--- config.mk ---
export PLATFORM = sky130hd
export DESIGN_NAME = user_rq_arbiter
export DESIGN_NICKNAME = d
export VERILOG_FILES = /design/src/rtl/user_rq_arbiter.sv
export SDC_FILE = /design/constraint.sdc
export NUM_CORES = 1
export LEC_CHECK = 0
export BUFFER_PORTS_ARGS = -buffer_cell sky130_fd_sc_hd__buf_2
export CAP_MARGIN = 20
export CORE_AREA = 4 4 246 248
export DETAILED_ROUTE_END_ITERATION = 10
export DIE_AREA = 0 0 250 252
export MAX_ROUTING_LAYER = met4
export PLACE_DENSITY_LB_ADDON = 0.2
export SLEW_MARGIN = 25
export SYNTH_ARGS = -nofsm -noshare
export SYNTH_HDL_FRONTEND = slang
export SYNTH_SLANG_ARGS = --single-unit
--- constraint.sdc ---
create_clock -name user_clk -period 2.2 [get_ports user_clk]
set_clock_uncertainty 0.05 [all_clocks]
set_input_delay 0.11 -clock user_clk [delete_from_list [all_inputs] [get_ports user_clk]]
set_output_delay 0.11 -clock user_clk [all_outputs]
set_load 0.02 [all_outputs]
--- src/rtl/user_rq_arbiter.sv ---
// Packet-granular round-robin arbiter sharing the PCIe RQ AXI-S port between two requesters.
// Optional per-requester packet counters are built when USER_RQ_ARB_PKTCNT_EN is defined.
module user_rq_arbiter #(
  parameter int C_DATA_WIDTH        = 128,
  parameter int KEEP_WIDTH          = C_DATA_WIDTH / 32,
  parameter int AXI4_RQ_TUSER_WIDTH = 62
) (
  input  logic                           user_clk,
  input  logic                           reset,
  input  logic [C_DATA_WIDTH-1:0]        s0_axis_rq_tdata,
  input  logic [KEEP_WIDTH-1:0]          s0_axis_rq_tkeep,
  input  logic [AXI4_RQ_TUSER_WIDTH-1:0] s0_axis_rq_tuser,
  input  logic                           s0_axis_rq_tlast,
  input  logic                           s0_axis_rq_tvalid,
  output logic                           s0_axis_rq_tready,
  input  logic [C_DATA_WIDTH-1:0]        s1_axis_rq_tdata,
  input  logic [KEEP_WIDTH-1:0]          s1_axis_rq_tkeep,
  input  logic [AXI4_RQ_TUSER_WIDTH-1:0] s1_axis_rq_tuser,
  input  logic                           s1_axis_rq_tlast,
  input  logic                           s1_axis_rq_tvalid,
  output logic                           s1_axis_rq_tready,
  output logic [C_DATA_WIDTH-1:0]        m_axis_rq_tdata,
  output logic [KEEP_WIDTH-1:0]          m_axis_rq_tkeep,
  output logic [AXI4_RQ_TUSER_WIDTH-1:0] m_axis_rq_tuser,
  output logic                           m_axis_rq_tlast,
  output logic                           m_axis_rq_tvalid,
  input  logic                           m_axis_rq_tready,
  input  logic                           arb_pause,
  output logic [1:0]                     arb_grant,
  output logic                           arb_busy,
  output logic [15:0]                    pkt_cnt0,
  output logic [15:0]                    pkt_cnt1
);

  typedef enum logic {IDLE, LOCK} state_e;

  state_e state_q, state_d;
  logic   lock_sel_q, lock_sel_d;
  logic   last_sel_q, last_sel_d;
  logic   arb_vld, arb_sel;
  logic   sel_vld, sel;
  logic   accept;

  // New grants only at a packet boundary; reset also blocks selection so nothing is accepted.
  always_comb begin
    arb_vld = 1'b0;
    arb_sel = 1'b0;
    if (!reset && !arb_pause) begin
      if (s0_axis_rq_tvalid && s1_axis_rq_tvalid) begin
        arb_vld = 1'b1;
        arb_sel = ~last_sel_q;
      end else if (s0_axis_rq_tvalid) begin
        arb_vld = 1'b1;
        arb_sel = 1'b0;
      end else if (s1_axis_rq_tvalid) begin
        arb_vld = 1'b1;
        arb_sel = 1'b1;
      end
    end
  end

  assign sel_vld = (state_q == LOCK) || arb_vld;
  assign sel     = (state_q == LOCK) ? lock_sel_q : arb_sel;

  always_comb begin
    m_axis_rq_tdata   = '0;
    m_axis_rq_tkeep   = '0;
    m_axis_rq_tuser   = '0;
    m_axis_rq_tlast   = 1'b0;
    m_axis_rq_tvalid  = 1'b0;
    s0_axis_rq_tready = 1'b0;
    s1_axis_rq_tready = 1'b0;
    if (sel_vld && !sel) begin
      m_axis_rq_tdata   = s0_axis_rq_tdata;
      m_axis_rq_tkeep   = s0_axis_rq_tkeep;
      m_axis_rq_tuser   = s0_axis_rq_tuser;
      m_axis_rq_tlast   = s0_axis_rq_tlast;
      m_axis_rq_tvalid  = s0_axis_rq_tvalid;
      s0_axis_rq_tready = m_axis_rq_tready;
    end else if (sel_vld && sel) begin
      m_axis_rq_tdata   = s1_axis_rq_tdata;
      m_axis_rq_tkeep   = s1_axis_rq_tkeep;
      m_axis_rq_tuser   = s1_axis_rq_tuser;
      m_axis_rq_tlast   = s1_axis_rq_tlast;
      m_axis_rq_tvalid  = s1_axis_rq_tvalid;
      s1_axis_rq_tready = m_axis_rq_tready;
    end
  end

  assign accept    = m_axis_rq_tvalid && m_axis_rq_tready;
  assign arb_grant = sel_vld ? (sel ? 2'b10 : 2'b01) : 2'b00;
  assign arb_busy  = (state_q == LOCK);

  always_comb begin
    state_d    = state_q;
    lock_sel_d = lock_sel_q;
    last_sel_d = last_sel_q;
    if (accept) begin
      if (m_axis_rq_tlast) begin
        state_d    = IDLE;
        last_sel_d = sel;
      end else begin
        state_d    = LOCK;
        lock_sel_d = sel;
      end
    end
  end

  always_ff @(posedge user_clk or posedge reset) begin
    if (reset) begin
      state_q    <= IDLE;
      lock_sel_q <= 1'b0;
      last_sel_q <= 1'b1;
    end else begin
      state_q    <= state_d;
      lock_sel_q <= lock_sel_d;
      last_sel_q <= last_sel_d;
    end
  end

`ifdef USER_RQ_ARB_PKTCNT_EN
  logic [15:0] cnt0_q, cnt0_d;
  logic [15:0] cnt1_q, cnt1_d;

  always_comb begin
    cnt0_d = cnt0_q;
    cnt1_d = cnt1_q;
    if (accept && m_axis_rq_tlast) begin
      if (sel) cnt1_d = cnt1_q + 16'd1;
      else     cnt0_d = cnt0_q + 16'd1;
    end
  end

  always_ff @(posedge user_clk or posedge reset) begin
    if (reset) begin
      cnt0_q <= '0;
      cnt1_q <= '0;
    end else begin
      cnt0_q <= cnt0_d;
      cnt1_q <= cnt1_d;
    end
  end

  assign pkt_cnt0 = cnt0_q;
  assign pkt_cnt1 = cnt1_q;
`else
  assign pkt_cnt0 = 16'h0000;
  assign pkt_cnt1 = 16'h0000;
`endif

endmodule

==> results of run 1 <==
what timing repair did:
action	in CTS	in global routing
gates resized for setup	17	63
endpoints found under the hold margin	2	0
pin swaps	2	5
setup endpoints to repair	134	149
hold buffers	1	0
buffers inserted	9	3
cloned	6	6
per-stage QoR:
step	hold WS, ns	worst slack (ns)
global route	0.143	-0.0364
global placement	0.000112	0.141
CTS	0.135	-0.0134
detailed placement	0.00427	0.109
finish	0.141	0.0232
floorplan	-0.187	0.291
flip-flops by register name (all words and copies together) (netlist names):
register    flops
last_sel_q      1
lock_sel_q      1
arb_busy        1
worst paths after layout:
| check | end |
|---|---|
| max | m_axis_rq_tdata[47] |
| min | last_sel_q |
| max reg2reg | lock_sel_q |
| min reg2reg | last_sel_q |
| max in group asynchronous | last_sel_q |
| min in group asynchronous | lock_sel_q |
cell type report:
type | count | area [sq um]
fillers | 6805 | 51300
repair buffers | 659 | 3950
multi-input cells | 252 | 2090
well taps | 773 | 967
clock buffers | 4 | 78.8
flip-flops and latches | 3 | 76.3
inverters | 2 | 7.51
diodes | 3 | 7.51
layout by cell type, fill, tap and decap left out:
master,n
a211oi_1,1
a21boi_1,1
a22o_1,188
a22o_4,7
a2bb2oi_1,1
a32o_1,2
and2_1,1
and2_4,1
and3_1,1
buf_12,5
buf_16,9
buf_2,555
buf_4,64
buf_6,19
buf_8,1
clkbuf_1,1
clkbuf_16,7
clkbuf_4,1
conb_1,32
dfrtp_1,2
dfstp_2,1
diode_2,3
dlygate4sd3_1,1
inv_1,2
mux2i_1,3
nand2_1,4
nand2b_1,2
nand4_1,1
nor2_1,2
nor3_1,1
nor3_4,1
o21ba_2,1
o2bb2ai_1,1
o41ai_4,1
power groups by stage:
stage	registers, W	logic, W	clock network (W)
2_1_floorplan	0.000110	0.00411	0
3_3_place_gp	0.0000890	0.00625	0
3_5_place_dp	0.0000899	0.00621	0
4_1_cts	0.0000904	0.00683	0.000300
5_1_grt	0.0000929	0.00774	0.000309
6_report	0.0000899	0.00730	0.000295
routing by layer:
layer | global-route usage (%) | vias to the layer above | wire, microns
met5 | - | - | 0
li1 | - | 2463 | -
met1 | 8.38 | 2462 | 10600
met4 | 1.33 | 0 | 388
met3 | 1.03 | 18 | 2020
met2 | 13.7 | 375 | 13500
cell families (layout without fill, tap and decap cells):
kind of cell / count (synthesis) / after routing / synth area share [%]
muxes: 3 / 3 / 1.18
other: 1 / 35 / 0.148
AOI/OAI and AO/OA: 203 / 203 / 70.4
DFF: 3 / 3 / 3.01
and+or+nand+nor: 14 / 14 / 2.96
buffers and inverters: 78 / 665 / 22.3
==> results.md, run 1 <==
* Drt pass-1 iters at 7
* Critical hold path startpoint: s1_axis_rq_tlast
* EDFF count, synth at 0
* Buf+Inv Stages, Crit Path at 4
* Standard-cell rows at 89
* Synth area leaders: a22o_1, buf_4, buf_6
* Data arrival time of the critical path at 2.02 ns
* Power Density at 1070 nW/um^2
* 1st-iter DRT viols at 252
* Post-placement cell area at 6450 sq um
* Clock group share of total power at 3.8%
* # clock sinks at 3
* Clk buf depth at 2
* Final Non-Filler Cells at 1696
* Overall Power at 0.00768 W
* Initial antenna violation count at 6
* Primary FF master, synth: dfrtp_1
* Final worst path period share at 98.9%
* Type of origin of the critical path: flip-flop
* Final setup viols at 0
* Nets at 1317
* Internal at 0.00362 W
* Failing checks: design-rule violations
* Max-cap violation count at 0
* Flop pwr share at 1.2%
* Mapped Avg Cell Area at 8.40 sq um
* Root Driver: clkbuf_16
* Most used cell, CP: buf_4
* Largest net degree at the start of global routing at 28
* Worst setup EP type: primary output
* Net switching power of the design at 0.00406 W
* RSZ-0062 raised after global routing: yes
* FF-to-FF path depth at 7
* Worst Setup SP: arb_busy
* CP max-delay cell: dfrtp_1
* Synth-to-Final Area Change at 183%
* Fin area at 7180 sq um
* CTS tree: done
* Initial Utilization at 4.34%
* Core Area at 58500 sq um
* Post-detail-place hpwl at 21100 microns
* CP top delay family: buffers and inverters
* Hold crit path type: in -> reg
* ANT nets after route at 0
* GR Util All Layers at 7.30%
* FF+latch count, synth at 3
* Count leader, synth: a22o_1
* H-tree depth at 1
* Global route overflow at 0
* Hold path depth at 2
* Critical-path cell list: buf_4, o41ai_4, and2_4, buf_12, buf_4, a22o_1, buf_6
* FMAX at 0.459 GHz
* Pleak at 3.87 nW
* Final worst path period need at 2.18 ns
* Req. time, crit path at 2.04 ns
* R2r setup slk at 0.43 ns
* Post-synth cell types at 25
* Clock Latency Late Sink at 0.23 ns
* Post-synth top area share at 67.3%
* Die Ht at 252 microns
* TNS Setup at 0 ns
* Post-Synthesis Cell Area at 2540 sq um
* Full die area at 63000 sq um
* Critical-path maximum fanout at 13
* Residual DRC count at 10
* Drt wl/cell at 15.6 microns
* Comb pwr share at 95.0%
* Layout cell share with drive strength beyond 1 at 73.2%
* DR vias at 5318
* Final number of hold-violating endpoints at 0
* Sequential area share after synthesis at 3.01%
* Cts bufs inserted at 3
* Number of buffers inserted by port buffering at 596
* Status: finished, violations left
* YS warnings at 0
* Util after Layout at 12.3%
* Via density at 3.14
* Yosys top cell by area: a22o_1
* Max-slew violation count at 0
* Top cells by count, synth: a22o_1, buf_4, buf_2
* Clk pin slew, worst setup/hold paths at 0.03 ns
* Ports at 629
* Worst stage delay on the critical path at 0.39 ns
* Routability-driven placement congestion ratio at 0.869
* Syn Inst Count at 302
* Vias in the first global route at 5466
* Total Routed Length at 26400 microns
* Stages on worst setup path at 7
* Critical path class: reg -> out
* Die W at 250 microns
* First-pass GRT wire length at 34300 microns
* Worst VDD drop at 0.000458 V
* Inst Count DP at 1665
* Ys async rst share at 100%
* Switching Share at 52.8%
* Reg2reg start: arb_busy
No activity file was read; power rests on OpenSTA's default activity.
==> run 2, diff against run 1 <==
--- a/constraint.sdc
+++ b/constraint.sdc
@@ -4,2 +4,2 @@
 set_output_delay 0.11 -clock user_clk [all_outputs]
-set_load 0.02 [all_outputs]
+set_load 0.05 [all_outputs]
==> results.md, run 2 (synthesis results as in run 1) <==
* Ports at 629 (unchanged)
* Max-cap violation count at 0 (unchanged)
* Standard-cell rows at 89 (unchanged)
* Worst setup EP type: primary output (unchanged)
* Worst VDD drop at 0.000463 V (was 0.000458 V)
* Synth-to-Final Area Change at 211% (was 183%)
* Routability-driven placement congestion ratio at 0.949 (was 0.869)
* Largest net degree at the start of global routing at 96 (was 28)
* Commonest cells after routing, fill and taps aside: buf_2, a22o_1, buf_4 (unchanged)
* Final setup viols at 18 (was 0)
* Power Density at 1470 nW/um^2 (was 1070 nW/um^2)
* Vias in the first global route at 5102 (was 5466)
* Residual DRC count at 0 (was 10)
* Commonest non-fill, non-tap cell in the layout: buf_2 (unchanged)
* Worst Setup SP: arb_busy (unchanged)
* H-tree depth at 1 (unchanged)
* Pleak at 4.01 nW (was 3.87 nW)
* TNS Setup at -0.140 ns (was 0 ns)
* DR vias at 5245 (was 5318)
* Total Routed Length at 25600 microns (was 26400 microns)
* Type of origin of the critical path: flip-flop (unchanged)
* Die W at 250 microns (unchanged)
* Full die area at 63000 sq um (unchanged)
* Inst Count DP at 1667 (was 1665)
* Critical-path maximum fanout at 14 (was 13)
* 1st-iter DRT viols at 216 (was 252)
* Max-slew violation count at 0 (unchanged)
* Clock Latency Late Sink at 0.23 ns (about the same)
* Final worst path period need at 2.24 ns (was 2.18 ns)
* Worst slack, placed at 0.128 ns (was 0.109 ns)
* FMAX at 0.446 GHz (was 0.459 GHz)
* Clk pin slew, worst setup/hold paths at 0.03 ns (about the same)
* First-pass GRT wire length at 31200 microns (was 34300 microns)
* Final Non-Filler Cells at 1685 (was 1696)
* Initial antenna violation count at 3 (was 6)
* Via density at 3.11 (was 3.14)
* Clk buf depth at 2 (unchanged)
* Drt wl/cell at 15.2 microns (was 15.6 microns)
* Final worst setup slack at -0.0410 ns (was 0.0232 ns)
* Global route overflow at 0 (unchanged)
* Critical hold path startpoint: s1_axis_rq_tlast (unchanged)
* Final number of hold-violating endpoints at 0 (unchanged)
* Final-layout fill cell count at 6731 (was 6805)
* Number of buffers inserted by port buffering at 596 (unchanged)
* Drt pass-1 iters at 4 (was 7)
* Failing checks: negative setup slack (was design-rule violations)
* # clock sinks at 3 (unchanged)
* Root Driver: clkbuf_16 (unchanged)
* Req. time, crit path at 2.04 ns (about the same)
* Post-detail-place hpwl at 20500 microns (was 21100 microns)
* ANT nets after route at 0 (unchanged)
* GR Util All Layers at 6.51% (was 7.30%)
* Core Area at 58500 sq um (unchanged)
* Initial Utilization at 4.34% (unchanged)
* Final worst path period share at 102% (was 98.9%)
* Hold crit path type: in -> reg (unchanged)
* Reg2reg start: arb_busy (unchanged)
* Status: finished, violations left (unchanged)
* Data arrival time of the critical path at 2.08 ns (was 2.02 ns)
* Layout cell share with drive strength beyond 1 at 74.8% (was 73.2%)
* RSZ-0062 raised after global routing: yes (unchanged)
* CTS tree: done (unchanged)
* Nets at 1308 (was 1317)
* Cts bufs inserted at 3 (unchanged)
* Die Ht at 252 microns (unchanged)
* Critical path class: reg -> out (unchanged)
## run 2: power breakdown
part,internal [W],switching (W)
clock network,0.000240,0.0000555
registers,0.0000785,0.0000256
logic,0.00422,0.00701
total,0.00454,0.00709
## run 2: final timing paths
kind                                  endpoint  cells after the start  slack [ns]
setup / recovery           m_axis_rq_tuser[31]                      6       -0.04
hold / removal                      last_sel_q                      2        0.13
setup reg to reg                    last_sel_q                      5        0.51
hold reg to reg                     last_sel_q                      1        0.53
max in group asynchronous           last_sel_q                      3        1.54
min in group asynchronous           lock_sel_q                      3        0.35
## run 2: metrics by stage
stage / total power [W] / util, % / area, sq um / hold slack [ns]
finish: 0.0116 / 13.5 / 7890 / 0.131
global route: 0.0121 / 13.5 / 7890 / 0.145
CTS: 0.0105 / 12.3 / 7160 / 0.135
detailed placement: 0.00965 / 11.5 / 6700 / -0.00334
global placement: 0.00973 / 11.5 / 6700 / -0.00342
floorplan: 0.00730 / - / 2680 / -0.187
## run 2: repair_timing
item / CTS / global route
hold buffers: 1 / 0
gates resized for setup: 140 / 171
endpoints found under the setup margin: 139 / 181
pin swaps: 0 / 2
endpoints found under the hold margin: 3 / 0
buffers inserted: 0 / 6
cloned: 0 / 6
## run 2: final cells by class
class                           count  area [sq um]  area share (%)
Timing Repair Buffer              650          4610            58.4
Multi-Input combinational cell    252          2150            27.2
Tap cell                          773           967            12.3
Clock buffer                        4          78.8           0.999
Sequential cell                     3          77.6           0.984
Inverter                            2          7.51          0.0952
Antenna cell                        1          2.50          0.0317
## run 2: routing by layer
layer | vias up | wire length [microns] | share of wire, % | global-route usage (%)
met1 | 2416 | 9170 | 36 | 6.83
met4 | 0 | 280 | 1.1 | 0.713
met5 | - | 0 | 0 | -
met2 | 375 | 14000 | 55 | 12.9
li1 | 2433 | - | - | -
met3 | 21 | 2190 | 8.5 | 1.30
## run 2: worst max-delay path, stage by stage (launching register included)
cell and delay [ns]:
dfrtp_2 0.44, o41ai_4 0.37, and2_4 0.29, buf_12 0.18, buf_4 0.15, a22o_1 0.23
buf_12 0.16
